`config.mk`:
```
export PLATFORM = sky130hd
export DESIGN_NAME = ghost_collision_ctrl
export DESIGN_NICKNAME = d
export VERILOG_FILES = /design/src/rtl/ghost_collision_ctrl.sv
export SDC_FILE = /design/constraint.sdc
export NUM_CORES = 1
export LEC_CHECK = 0
export BUFFER_PORTS_ARGS = -buffer_cell sky130_fd_sc_hd__buf_2
export CAP_MARGIN = 25
export CORE_MARGIN = 10
export CORE_UTILIZATION = 40
export CTS_CLUSTER_DIAMETER = 120
export DETAILED_ROUTE_END_ITERATION = 16
export GPL_ROUTABILITY_DRIVEN = 0
export PLACE_DENSITY_LB_ADDON = 0.2
export RECOVER_POWER = 50
export SLEW_MARGIN = 0
export SYNTH_ARGS = -nofsm -noshare
export SYNTH_HDL_FRONTEND = slang
export SYNTH_SLANG_ARGS = --single-unit
```
`constraint.sdc`:
```
create_clock -name clk -period 5.16 [get_ports clk]
set_input_delay 0.516 -clock clk [delete_from_list [all_inputs] [get_ports clk]]
set_output_delay 0.516 -clock clk [all_outputs]
set_load 0.02 [all_outputs]
```
`src/rtl/ghost_collision_ctrl.sv`:
```
// ghost_collision_ctrl
//   Per-frame Yoshi/ghost contact detection and damage FSM: lives counter,
//   one-cycle hit pulse, invulnerability window with sprite flashing, game over.
//   Optional macro PIXEL_COLLISION_EN: contact from per-pixel opacity flags
//   accumulated over the frame instead of tile bounding boxes.
// Ports
//   clk, reset          system clock, asynchronous active-high reset
//   i_frame_tick        1-cycle pulse per frame (start of vblank)
//   i_restart           1-cycle pulse: reload lives, return to ALIVE
//   i_y_x, i_y_y        Yoshi top-left position
//   i_g_x, i_g_y        ghost top-left positions, ghost i at [10*i+9:10*i]
//   i_ghost_en          per-ghost collidable enable
//   i_yoshi_on          Yoshi opaque at current pixel (pixel mode only)
//   i_ghost_on          ghost i opaque at current pixel (pixel mode only)
//   o_lives             remaining lives
//   o_hit_pulse         1-cycle pulse when a life is lost
//   o_hit_id            ghosts in contact at the last hit
//   o_invuln            1 while invulnerable
//   o_yoshi_blank       1 = suppress Yoshi this frame (flash)
//   o_game_over         1 while in game over
module ghost_collision_ctrl #(
   parameter int unsigned N_GHOSTS      = 3,
   parameter int unsigned T_W           = 16,
   parameter int unsigned LIVES_INIT    = 3,
   parameter int unsigned INVULN_FRAMES = 120,
   parameter int unsigned FLASH_FRAMES  = 4
) (
   input  logic                    clk,
   input  logic                    reset,
   input  logic                    i_frame_tick,
   input  logic                    i_restart,
   input  logic [9:0]              i_y_x,
   input  logic [9:0]              i_y_y,
   input  logic [10*N_GHOSTS-1:0]  i_g_x,
   input  logic [10*N_GHOSTS-1:0]  i_g_y,
   input  logic [N_GHOSTS-1:0]     i_ghost_en,
   input  logic                    i_yoshi_on,
   input  logic [N_GHOSTS-1:0]     i_ghost_on,
   output logic [2:0]              o_lives,
   output logic                    o_hit_pulse,
   output logic [N_GHOSTS-1:0]     o_hit_id,
   output logic                    o_invuln,
   output logic                    o_yoshi_blank,
   output logic                    o_game_over
);

   localparam int unsigned PW = 10;
   localparam int unsigned CW = 11;
   localparam int unsigned LW = 3;
   localparam int unsigned IW = 8;
   localparam int unsigned FW = (FLASH_FRAMES > 1) ? $clog2(FLASH_FRAMES) : 1;

   typedef enum logic [1:0] {
      ST_ALIVE     = 2'd0,
      ST_INVULN    = 2'd1,
      ST_GAME_OVER = 2'd2
   } state_t;

   state_t               r_state, w_state_nxt;
   logic [LW-1:0]        r_lives, w_lives_nxt;
   logic                 r_hit_pulse, w_hit_pulse_nxt;
   logic [N_GHOSTS-1:0]  r_hit_id, w_hit_id_nxt;
   logic                 r_invuln;
   logic                 r_yoshi_blank, w_yoshi_blank_nxt;
   logic                 r_game_over;
   logic [IW-1:0]        r_inv_cnt, w_inv_cnt_nxt;
   logic [FW-1:0]        r_flash_cnt, w_flash_cnt_nxt;
   logic [N_GHOSTS-1:0]  w_hit_vec;

`ifdef PIXEL_COLLISION_EN
   // Sticky per-ghost pixel coincidence since the last tick
   logic [N_GHOSTS-1:0]  r_pix_hit;
   logic [N_GHOSTS-1:0]  w_pix_now;
   logic                 w_unused_box;

   assign w_pix_now    = {N_GHOSTS{i_yoshi_on}} & i_ghost_on & i_ghost_en;
   assign w_hit_vec    = r_pix_hit | w_pix_now;
   assign w_unused_box = ^{i_y_x, i_y_y, i_g_x, i_g_y};

   always_ff @(posedge clk or posedge reset) begin
      if (reset)
         r_pix_hit <= '0;
      else if (i_restart || i_frame_tick)
         r_pix_hit <= '0;
      else
         r_pix_hit <= w_hit_vec;
   end
`else
   // Tile bounding-box overlap; 11-bit sums so positions near 1023 do not wrap
   logic [CW-1:0] w_yx, w_yy;
   logic          w_unused_pix;

   assign w_yx         = CW'(i_y_x);
   assign w_yy         = CW'(i_y_y);
   assign w_unused_pix = i_yoshi_on ^ (^i_ghost_on);

   for (genvar gi = 0; gi < N_GHOSTS; gi++) begin : g_box
      logic [CW-1:0] w_gx, w_gy;
      assign w_gx = CW'(i_g_x[PW*gi +: PW]);
      assign w_gy = CW'(i_g_y[PW*gi +: PW]);
      assign w_hit_vec[gi] = i_ghost_en[gi]
                           & (w_gx < w_yx + CW'(T_W)) & (w_yx < w_gx + CW'(T_W))
                           & (w_gy < w_yy + CW'(T_W)) & (w_yy < w_gy + CW'(T_W));
   end
`endif

   // State register
   always_ff @(posedge clk or posedge reset) begin
      if (reset)
         r_state <= ST_ALIVE;
      else
         r_state <= w_state_nxt;
   end

   // Next-state and registered-output values
   always_comb begin
      w_state_nxt       = r_state;
      w_lives_nxt       = r_lives;
      w_hit_pulse_nxt   = 1'b0;
      w_hit_id_nxt      = r_hit_id;
      w_yoshi_blank_nxt = r_yoshi_blank;
      w_inv_cnt_nxt     = r_inv_cnt;
      w_flash_cnt_nxt   = r_flash_cnt;

      if (i_restart) begin
         // Restart beats a coincident frame tick
         w_state_nxt       = ST_ALIVE;
         w_lives_nxt       = LW'(LIVES_INIT);
         w_hit_id_nxt      = '0;
         w_yoshi_blank_nxt = 1'b0;
         w_inv_cnt_nxt     = '0;
         w_flash_cnt_nxt   = '0;
      end else if (i_frame_tick) begin
         case (r_state)
            ST_ALIVE: begin
               if (|w_hit_vec) begin
                  w_hit_pulse_nxt = 1'b1;
                  w_hit_id_nxt    = w_hit_vec;
                  w_lives_nxt     = r_lives - LW'(1);
                  if (r_lives == LW'(1)) begin
                     w_state_nxt = ST_GAME_OVER;
                  end else begin
                     w_state_nxt       = ST_INVULN;
                     w_inv_cnt_nxt     = IW'(INVULN_FRAMES);
                     w_flash_cnt_nxt   = '0;
                     w_yoshi_blank_nxt = 1'b0;
                  end
               end
            end
            ST_INVULN: begin
               if (r_inv_cnt == IW'(1)) begin
                  w_state_nxt       = ST_ALIVE;
                  w_inv_cnt_nxt     = '0;
                  w_flash_cnt_nxt   = '0;
                  w_yoshi_blank_nxt = 1'b0;
               end else begin
                  w_inv_cnt_nxt = r_inv_cnt - IW'(1);
                  if (r_flash_cnt == FW'(FLASH_FRAMES - 1)) begin
                     w_flash_cnt_nxt   = '0;
                     w_yoshi_blank_nxt = ~r_yoshi_blank;
                  end else begin
                     w_flash_cnt_nxt = r_flash_cnt + FW'(1);
                  end
               end
            end
            ST_GAME_OVER: begin
               w_yoshi_blank_nxt = 1'b0;
            end
            default: begin
               w_state_nxt = ST_ALIVE;
            end
         endcase
      end
   end

   // Output and counter registers
   always_ff @(posedge clk or posedge reset) begin
      if (reset) begin
         r_lives       <= LW'(LIVES_INIT);
         r_hit_pulse   <= 1'b0;
         r_hit_id      <= '0;
         r_invuln      <= 1'b0;
         r_yoshi_blank <= 1'b0;
         r_game_over   <= 1'b0;
         r_inv_cnt     <= '0;
         r_flash_cnt   <= '0;
      end else begin
         r_lives       <= w_lives_nxt;
         r_hit_pulse   <= w_hit_pulse_nxt;
         r_hit_id      <= w_hit_id_nxt;
         r_invuln      <= (w_state_nxt == ST_INVULN);
         r_yoshi_blank <= w_yoshi_blank_nxt;
         r_game_over   <= (w_state_nxt == ST_GAME_OVER);
         r_inv_cnt     <= w_inv_cnt_nxt;
         r_flash_cnt   <= w_flash_cnt_nxt;
      end
   end

   assign o_lives       = r_lives;
   assign o_hit_pulse   = r_hit_pulse;
   assign o_hit_id      = r_hit_id;
   assign o_invuln      = r_invuln;
   assign o_yoshi_blank = r_yoshi_blank;
   assign o_game_over   = r_game_over;

endmodule

```
==> results of run 1 <==
registers in the layout, summed over array words and instances, names as in the netlist:
name and count:
o_game_over 1, o_hit_id 3, o_hit_pulse 1, o_invuln 1, o_lives 3, o_yoshi_blank 1
r_flash_cnt 2, r_inv_cnt 8, r_state 2
kinds of logic after synthesis:
family | count (synthesis) | share of synthesized area (%)
DFF | 22 | 13.0
AOI/OAI and AO/OA | 142 | 22.0
and+or+nand+nor | 168 | 19.8
muxes | 5 | 1.24
adders and majority gates | 107 | 31.5
xor gates and xnor gates | 36 | 7.78
buffers and inverters | 51 | 4.69
power groups by stage:
stage	sequential (uW)	clock, uW	combinational, uW
after detailed placement	208	0	444
after global placement	207	0	428
final	206	111	446
after CTS	205	113	447
after floorplan	209	0	297
after global routing	208	122	511
per-stage QoR:
stage	instance area, sq um	hold WS, ns	worst slack, ns	total power (uW)
finish	4910	0.411	1.19	763
global route	4910	0.481	0.939	841
CTS	4920	0.447	1.26	765
detailed placement	4880	0.516	0.985	652
global placement	4880	0.509	1.03	636
floorplan	4240	0.495	1.81	506
per-layer routing:
metal  vias to the layer above  track usage [%]  routed length, microns
met5                         -                0                       0
met4                         0             2.11                      77
met3                         6             2.14                     709
met2                        94             28.0                    5840
met1                      1987             20.8                    5570
li1                       2140                -                       -
worst register-to-register path, cell delays in order (launching register included):
cell and delay, ns:
dfstp_2 0.55, inv_1 0.06, ha_1 0.16, nor2b_1 0.16, nand2b_1 0.18, or4_1 0.43
o211ai_2 0.26, o21ai_0 0.21, a32o_1 0.30
cell usage in the layout (no fill, tap or decap), types with 3 or more instances in the layout:
master    Yosys  layout
ha_1        106     106
nand4_1      10      10
o21a_1        6       6
xnor2_1      20      20
o22ai_1       4       4
buf_2         0      91
nand2b_1      8       8
nand2_1      38      38
nor4_1        3       3
nor3b_1       3       3
clkbuf_8      0       3
a211oi_1     11      11
and2_1        3       3
nor2_1       41      41
o21ai_0      35      35
nor3_1        6       6
xor2_1       14      14
nand3_1      28      28
a21o_1        8       8
a32o_1        7       7
a211o_1       3       3
nor2b_1      12      12
mux2i_1       3       3
inv_1        48      48
dfrtp_1      20      20
a21oi_1      38      38
a31oi_1       5       5
o211ai_1      4       4
clkbuf_1      2       6
and3_1        5       5
final cells by class:
class	count	area share (%)
inverter	48	3.67
timing repair buffer	96	9.65
tap	136	3.46
sequential	22	11.3
clock buffer	4	0.916
multi-input combinational	458	71.1
worst min path at each step:
stage          cells after the start        endpoint      startpoint
2_1_floorplan                      1  r_flash_cnt[0]  r_flash_cnt[0]
3_3_place_gp                       2     o_hit_id[1]     o_hit_id[1]
3_5_place_dp                       2     o_hit_id[2]     o_hit_id[2]
4_1_cts                            2    r_inv_cnt[6]           reset
5_1_grt                            2    r_inv_cnt[6]           reset
6_report                           2    r_inv_cnt[6]           reset
==> results.toml, run 1 <==
[grt]
grt_pass1_vias = 4342
grt_pass1_wl_microns = 20300
grt_max_degree = 23
groute.usage.overall_pct = 15.9
grt_overflow_total = 0
antenna_found_initial = 0

[detailed_routing]
drc = 0
ant_nets = 0
routed_wl_microns = 12200
vias = 4227
drtPass1Iterations = 4
drt_iter0_markers = 179
wl_per_cell_microns = 16.0
viasPerCell = 5.53

[logic_synthesis]
yosysTopAreaCell = "ha_1"
ys_ff_latch = 22
synthCells = 531
async_reset_ff_share_pct = 100
synth_edf_count = 0
ys.warnings.count = 0
avgSynthCellArea_sq_um = 7.99
synth_area_leaders = "ha_1 31%, dfrtp_1 12%, a21oi_1 4.5%"
synthFlopType = "dfrtp_1"
ys_types = 58
ys_seq_area_share_pct = 13.0
syn-num-nets = 728
synth_common_cells = "106 x ha_1, 48 x inv_1, 41 x nor2_1"
synth_top_area_share_pct = 31.3
synth.most_common_cell = "ha_1"
mappedNetlistArea_sq_mm = 0.00424

[clock_network]
htreeDepth = 1
clock_path_buffers = 2
insertion_delay_ns = 0.27
cts.reportedPaths.clkPinSlew_ns = 0.09
ctsHoldBuffers = 0
cts_buffers = 3
clockRootBuffer = "clkbuf_8"
cts_setup_buffers = 0
cts-resized-gates = 0
cts_sinks = 22
cts_tree = "yes"

[timing]
grt_setup_unrepaired = "no"
worstMarginPinSlew_ns = 0.864
tns_ns = 0
slew_headroom_pct = 42.3
setup_violations = 0
timing.final.hold_violations = 0
finalCritPeriodShare_pct = 77.0
skew_ns = 0.0115
slew_viol_final = 0
fmax_ghz = 0.252
fin_crit_ns = 3.97

[setup_path]
path_cells = "buf_2 -> ha_1 -> and3_1 -> xnor2_1 -> ha_1 -> a211oi_1 -> o21ai_0 -> a211oi_1 -> o22ai_1 -> a211o_1 -> o32a_2 -> o211ai_2 -> o21ai_0 -> a32o_1"
path_class = "in2reg"
crit_slowest_cell = "o211ai_2"
required_ns = 5.31
critPathTopFamily = "compound AO/OA/AOI/OAI gates"
cp.arrival_ns = 4.12
cp-startpoint = "i_y_y[4]"
cp-endpoint = "r_inv_cnt[5]"
path_max_fanout = 14
cp-start-kind = "input pin"
end_kind = "flop"
r2r_end = "r_inv_cnt[5]"
reg2reg_slack_ns = 2.75
crit_path_max_incr_delay_ns = 0.55
critPathBufInv = 1
crit_cells = 14
reg2reg_from = "o_lives[1]"
r2r_cells = 8

[finish]
drive_above_1_share_pct = 17.7
finalNonFillerCells = 764
nets = 826
antennaDiodeCount = 0
area_growth_pct = 15.8
multi_input_area_sq_mm = 0.00349
fin_util_pct = 47.6
register_area_sq_um = 553
fillers = 1029

[placement]
port_buffers = 96
place_hpwl_microns = 10500
dp_cells = 760

[die]
die_area_sq_mm = 0.0151
std_cell_rows = 37
start_util_pct = 41.1
die_y_microns = 123
io_pins = 101
coreArea_sq_mm = 0.0103
fp.dieW_microns = 123

[power]
power_frac_clock_pct = 14.6
power.density_mw_per_mm2 = 155
switchingPower_uw = 328
switching_share_pct = 43.0
combinationalPowerShare_pct = 58.5
p_leak_uw = 0.00245
ir_worst_vdd_mv = 0.146
seqPwrFrac_pct = 26.9
p_int_uw = 435

[run]
drv_cap = 0

[min_path]
min_path_type = "in2async"

[status]
status = "finished clean"
No activity file was read; power rests on OpenSTA's default activity.
==> run 2, diff against run 1 <==
--- a/config.mk
+++ b/config.mk
@@ -5,6 +5,7 @@
 export SDC_FILE = /design/constraint.sdc
 export NUM_CORES = 1
 export LEC_CHECK = 0
+export ABC_AREA = 1
 export BUFFER_PORTS_ARGS = -buffer_cell sky130_fd_sc_hd__buf_2
 export CAP_MARGIN = 25
 export CORE_MARGIN = 10
==> constraint.sdc (replaced) <==
create_clock -name clk -period 3.9 [get_ports clk]
set_input_delay 0.39 -clock clk [delete_from_list [all_inputs] [get_ports clk]]
set_output_delay 0.39 -clock clk [all_outputs]
set_load 0.02 [all_outputs]
==> run 2 against run 1 <==
  * Sequential share of layout area decreased by 1.2 points
  * Critical path depth up 6
  * Synthesized cell count up 36%
  * Area after synthesis rose by 13%
  * First-iteration DRC count grew 30%
  * Clock power grew to 2.6 times the previous value
  * Clock skew decreased by 0.0054 ns
  * Routed wire length is 3.5% higher
  * Setup slack lost 0.097 ns
  * Largest cell class unchanged
  * Largest power group unchanged
==> results.toml, run 2 <==
[status]
status = "finished clean"

[logic_synthesis]
synth.most_common_cell = "nand2_1"
ys_ff_latch = 22
yosysTopAreaCell = "ha_1"
syn-num-nets = 920
ys_seq_area_share_pct = 11.5
avgSynthCellArea_sq_um = 6.64
synth_common_cells = "191 x nand2_1, 112 x inv_1, 106 x ha_1"
synthCells = 723
ys.warnings.count = 0
ys_types = 35
synth_edf_count = 0
async_reset_ff_share_pct = 100
synth_top_area_share_pct = 27.6
synthFlopType = "dfrtp_1"
mappedNetlistArea_sq_mm = 0.00480
synth_area_leaders = "ha_1 28%, nand2_1 15%, dfrtp_1 10%"

[power]
p_leak_uw = 0.00325
power.density_mw_per_mm2 = 236
ir_worst_vdd_mv = 0.156
power_uw = 1300

[detailed_routing]
drc = 0
drt_iter0_markers = 233
ant_nets = 0
wl_per_cell_microns = 13.1
vias = 4752
viasPerCell = 4.94
routed_wl_microns = 12600
drtPass1Iterations = 4

[run]
drv_cap = 0

[finish]
finalNonFillerCells = 962
nets = 1017
fin_area_sq_mm = 0.00552
largest_reg_flops = 8
area_growth_pct = 15.0
drive_above_1_share_pct = 17.2
final_common_cell = "nand2_1"
regMostFlops = "r_inv_cnt"
multi_input_area_sq_mm = 0.00377
fillers = 1194
final_cell_mix = "191 x nand2_1, 112 x inv_1, 106 x ha_1"
register_area_sq_um = 553
antennaDiodeCount = 0

[setup_path]
crit_path_max_incr_delay_ns = 0.31
cp_common_cell = "nand2_1"
path_max_fanout = 13
path_cells = "buf_2 -> ha_1 -> nand2_1 -> inv_2 -> nand2_1 -> xor2_1 -> ha_1 -> a21o_1 -> nand3_1 -> nand2_1 -> nor2_1 -> nand2_1 -> a21oi_1 -> nand2_2 -> nand3_4 -> nand2_4 -> nand2_4 -> nand2_4 -> nand2_1 -> nand2_1"
critPathTopFamily = "simple AND/OR/NAND/NOR gates"
cp-start-kind = "input pin"
required_ns = 4.05
crit_slowest_cell = "xor2_1"
cp.arrival_ns = 2.96
end_kind = "flop"
critPathBufInv = 2
path_class = "in2reg"
reg2reg_slack_ns = 2.14

[timing]
grt_setup_unrepaired = "no"
worstMarginPinSlew_ns = 0.853
finalCritPeriodShare_pct = 72.1
slew_headroom_pct = 43.1
setup_violations = 0
tns_ns = 0
fin_crit_ns = 2.81
slew_viol_final = 0
timing.final.hold_violations = 0
skew_ns = 0.00608
fmax_ghz = 0.356

[clock_network]
cts-resized-gates = 0
insertion_delay_ns = 0.26
clock_path_buffers = 2
clockRootBuffer = "clkbuf_16"
cts_buffers = 3
cts_tree = "yes"
cts_setup_buffers = 0
htreeDepth = 1
cts_sinks = 22
cts.reportedPaths.clkPinSlew_ns = 0.06
ctsHoldBuffers = 0

[placement]
placed_area_sq_mm = 0.00542
place_hpwl_microns = 11200
port_buffers = 96
dp_cells = 958

[die]
die_y_microns = 130
io_pins = 101
start_util_pct = 41.5
die_area_sq_mm = 0.0168
fp.dieW_microns = 130
coreArea_sq_mm = 0.0116
std_cell_rows = 39

[grt]
grt_max_degree = 23
groute.usage.overall_pct = 14.9
antenna_found_initial = 0
grt_pass1_vias = 4649
grt_pass1_wl_microns = 21100
grt_overflow_total = 0

[min_path]
min_path_type = "in2async"
==> run 2: cell count changes after synthesis, moves of 10 or more <==
cell and change:
nand2_2 +13, a211oi_1 -11, nand3_1 +12, nor2_1 +21, nor2b_1 -12, nand2_1 +153, xor2_1 +10, inv_1 +64
nand3_2 +11, o21ai_0 -20, nand4_1 +10
==> run 2: cell type report <==
type,instances,share of cell area (%)
clock inverters,1,0.544
multi-input cells,581,68.4
well taps,143,3.24
inverters,116,7.89
repair buffers,96,8.59
flip-flops and latches,22,10.0
clock buffers,3,1.36
==> run 2: worst paths after layout <==
| kind | cells after the start | end | startpoint |
|---|---|---|---|
| worst max-delay path | 20 | r_inv_cnt[7] | i_y_y[4] |
| worst min-delay path | 2 | o_yoshi_blank | reset |
| worst max register to register | 10 | o_yoshi_blank | r_inv_cnt[0] |
| worst min register to register | 2 | r_flash_cnt[1] | r_flash_cnt[1] |
| max in group asynchronous | 2 | r_state[1] | reset |
| min in group clk | 2 | r_flash_cnt[1] | r_flash_cnt[1] |
==> run 2: per-layer routing <==
metal	share of wire [%]	track usage, %
met2	49	27.2
met4	0.28	1.06
met3	5.3	2.81
met5	0	0
met1	46	18.4
==> run 2: power by group <==
group,switching [uW],internal (uW)
clock,85.7,204
sequential,37.6,271
combinational,428,277
total,551,752
==> run 2: worst register-to-register path: cells and delay by family, from the launching register on <==
family,cells,cell delay (ns)
fa+ha+maj,1,0.22
buf+inv,2,0.13
flops,1,0.43
simple gates,7,0.86
==> run 2: through the flow <==
| stage | hold slack, ns | setup slack, ns | utilization [%] |
|---|---|---|---|
| after floorplan | 0.378 | 1.45 | - |
| after detailed placement | 0.470 | 0.791 | 46.9 |
| after global placement | 0.460 | 0.847 | 46.9 |
| after global routing | 0.379 | 0.770 | 47.7 |
| final | 0.301 | 1.09 | 47.7 |
| after CTS | 0.338 | 1.05 | 47.8 |
==> run 2: cells by family after synthesis <==
family | Yosys count | synth area share, %
AND/OR/NAND/NOR | 367 | 35.9
AO/OA/AOI/OAI | 73 | 8.75
adder cells (fa/ha/maj) | 106 | 27.6
flip-flops | 22 | 11.5
buffers and inverters | 120 | 9.87
XOR/XNOR | 35 | 6.38
==> run 3, diff against run 2 <==
==> constraint.sdc (replaced) <==
create_clock -name clk -period 2.47 [get_ports clk]
set_input_delay 0.247 -clock clk [delete_from_list [all_inputs] [get_ports clk]]
set_output_delay 0.247 -clock clk [all_outputs]
set_load 0.02 [all_outputs]
==> run 3 against run 2 <==
  * Via count grew 3.6%
  * Utilization grew 3.5 points
  * Combinational power grew 74%
  * Clock skew shrank 0.0031 ns
  * Die area is the same
  * Sequential cell count is the same
  * Hold slack lost 0.14 ns
  * Final cell count grew 4.3%
  * Global-route usage grew 0.42 points
  * Clock power grew 28%
  * Largest power group unchanged
==> results.toml, run 3 (synthesized netlist as in run 2, its figures left out) <==
[status]
status = "finished clean"

[timing]
worstMarginPinSlew_ns = 0.850
fmax_ghz = 0.435
fin_crit_ns = 2.30
setup_violations = 0
slew_headroom_pct = 43.3
slew_viol_final = 0
tns_ns = 0
fin_ws_ns = 0.172
grt_setup_unrepaired = "no"
timing.final.hold_violations = 0
finalCritPeriodShare_pct = 93.0
skew_ns = 0.00299

[run]
drv_cap = 0

[power]
seqPwrFrac_pct = 23.3
power_frac_clock_pct = 17.9
combinationalPowerShare_pct = 58.9
power.density_mw_per_mm2 = 352
p_int_uw = 1190
ir_worst_vdd_mv = 0.264
switchingPower_uw = 891
switching_share_pct = 42.8
p_leak_uw = 0.00346

[clock_network]
cts.reportedPaths.clkPinSlew_ns = 0.06
cts_sinks = 22
cts_tree = "yes"
clock_path_buffers = 2
insertion_delay_ns = 0.25
cts_buffers = 3
clockRootBuffer = "clkbuf_16"
htreeDepth = 1

[finish]
fin_util_pct = 51.2
drive_above_1_share_pct = 23.3
antennaDiodeCount = 0
regMostFlops = "r_inv_cnt"
area_growth_pct = 23.3
fin_area_sq_mm = 0.00592
nets = 1058
largest_reg_flops = 8
final_common_cell = "nand2_1"
final_cell_mix = "188 x nand2_1, 112 x inv_1, 101 x ha_1"

[placement]
placed_area_sq_mm = 0.00576
place_hpwl_microns = 11500
dp_slack_ns = -0.243
port_buffers = 96

[detailed_routing]
routed_wl_microns = 13100
wl_per_cell_microns = 13.0
viasPerCell = 4.91
ant_nets = 0
drc = 0
drt_iter0_markers = 171
vias = 4921
drtPass1Iterations = 4

[grt]
use_met2_pct = 27.8
met3_usage_pct = 3.18
groute.usage.overall_pct = 15.3
grt_max_degree = 23
grt_overflow_total = 0
groute.layer.met1.usage_pct = 18.3
grt_pass1_wl_microns = 22100
antenna_found_initial = 0
grt_pass1_vias = 5050
globalRoute.busiestLayer = "met2"

[setup_path]
cp-start-kind = "input pin"
end_kind = "flop"
cp.arrival_ns = 2.49
required_ns = 2.66
path_class = "in2reg"
path_max_fanout = 5
r2r_cells = 12
reg2reg_from = "r_inv_cnt[1]"
r2r_end = "o_yoshi_blank"
reg2reg_slack_ns = 0.76

[die]
start_util_pct = 41.5
die_y_microns = 130
io_pins = 101
die_area_sq_mm = 0.0168
fp.dieW_microns = 130
std_cell_rows = 39
coreArea_sq_mm = 0.0116

[min_path]
min_path_type = "in2async"
[run 3: cell count changes in the layout (fill, tap and decap cells not counted), moves of 3 or more]
cell / previous run / this run
ha_2: 0 / 5
ha_1: 106 / 101
nor2_1: 62 / 58
nand2_1: 191 / 188
buf_4: 0 / 39
nand2_2: 13 / 16
nor2_2: 4 / 8
[run 3: worst max path at each step]
stage	from	to	slack, ns
floorplan	i_y_y[4]	r_inv_cnt[2]	0.16
global placement	i_y_y[4]	r_flash_cnt[1]	-0.19
detailed placement	i_y_y[4]	r_inv_cnt[0]	-0.24
CTS	i_y_y[4]	r_inv_cnt[0]	0.02
global route	i_g_x[25]	r_flash_cnt[0]	0.002
finish	i_y_y[4]	r_inv_cnt[2]	0.17
[run 3: layout make-up]
type | instances | area [sq um]
Fill cell | 1180 | 5640
Multi-Input combinational cell | 581 | 3860
Timing Repair Buffer | 137 | 807
Sequential cell | 22 | 553
Inverter | 116 | 435
Tap cell | 143 | 179
Clock buffer | 4 | 88.8
[run 3: stage by stage]
stage                     hold slack (ns)  power (uW)  instances
after global placement              0.443        1650        999
after CTS                           0.199        2070       1003
after global routing                0.246        2300       1003
after detailed placement            0.468        1690        999
after floorplan                     0.235        1280        723
final                               0.164        2080       1003
[run 3: layer usage]
layer / wire length, microns / part of all wire, %
met5: 0 / 0
met4: 175 / 1.3
met3: 682 / 5.2
met2: 6340 / 49
met1: 5870 / 45
[run 3: critical path, cell delays in order]
cell and delay (ns):
buf_2 0.11, ha_2 0.18, nand2_1 0.08, inv_2 0.04, nand2_1 0.08, xor2_2 0.23, ha_1 0.29, a21oi_2 0.13
nand3b_1 0.11, nand2_1 0.06, inv_1 0.06, nand3_2 0.09, a21oi_2 0.12, nand2_2 0.09, nand3_4 0.12, nand2_4 0.07
nand2_8 0.10, buf_12 0.12, nand3_2 0.06, nand2_1 0.09
[run 3: power groups by stage]
stage                     Clock (uW)  Sequential (uW)  Combinational (uW)
final                            372              484                1230
after global routing             397              494                1410
after CTS                        377              484                1210
after detailed placement           0              490                1200
after global placement             0              489                1160
after floorplan                    0              510                 773
[run 3: what timing repair did]
action                     CTS  global route
gates resized for setup      0            21
hold endpoints to repair     0             0
setup endpoints to repair    0            21
setup buffers                0             0
hold buffers                 0             0
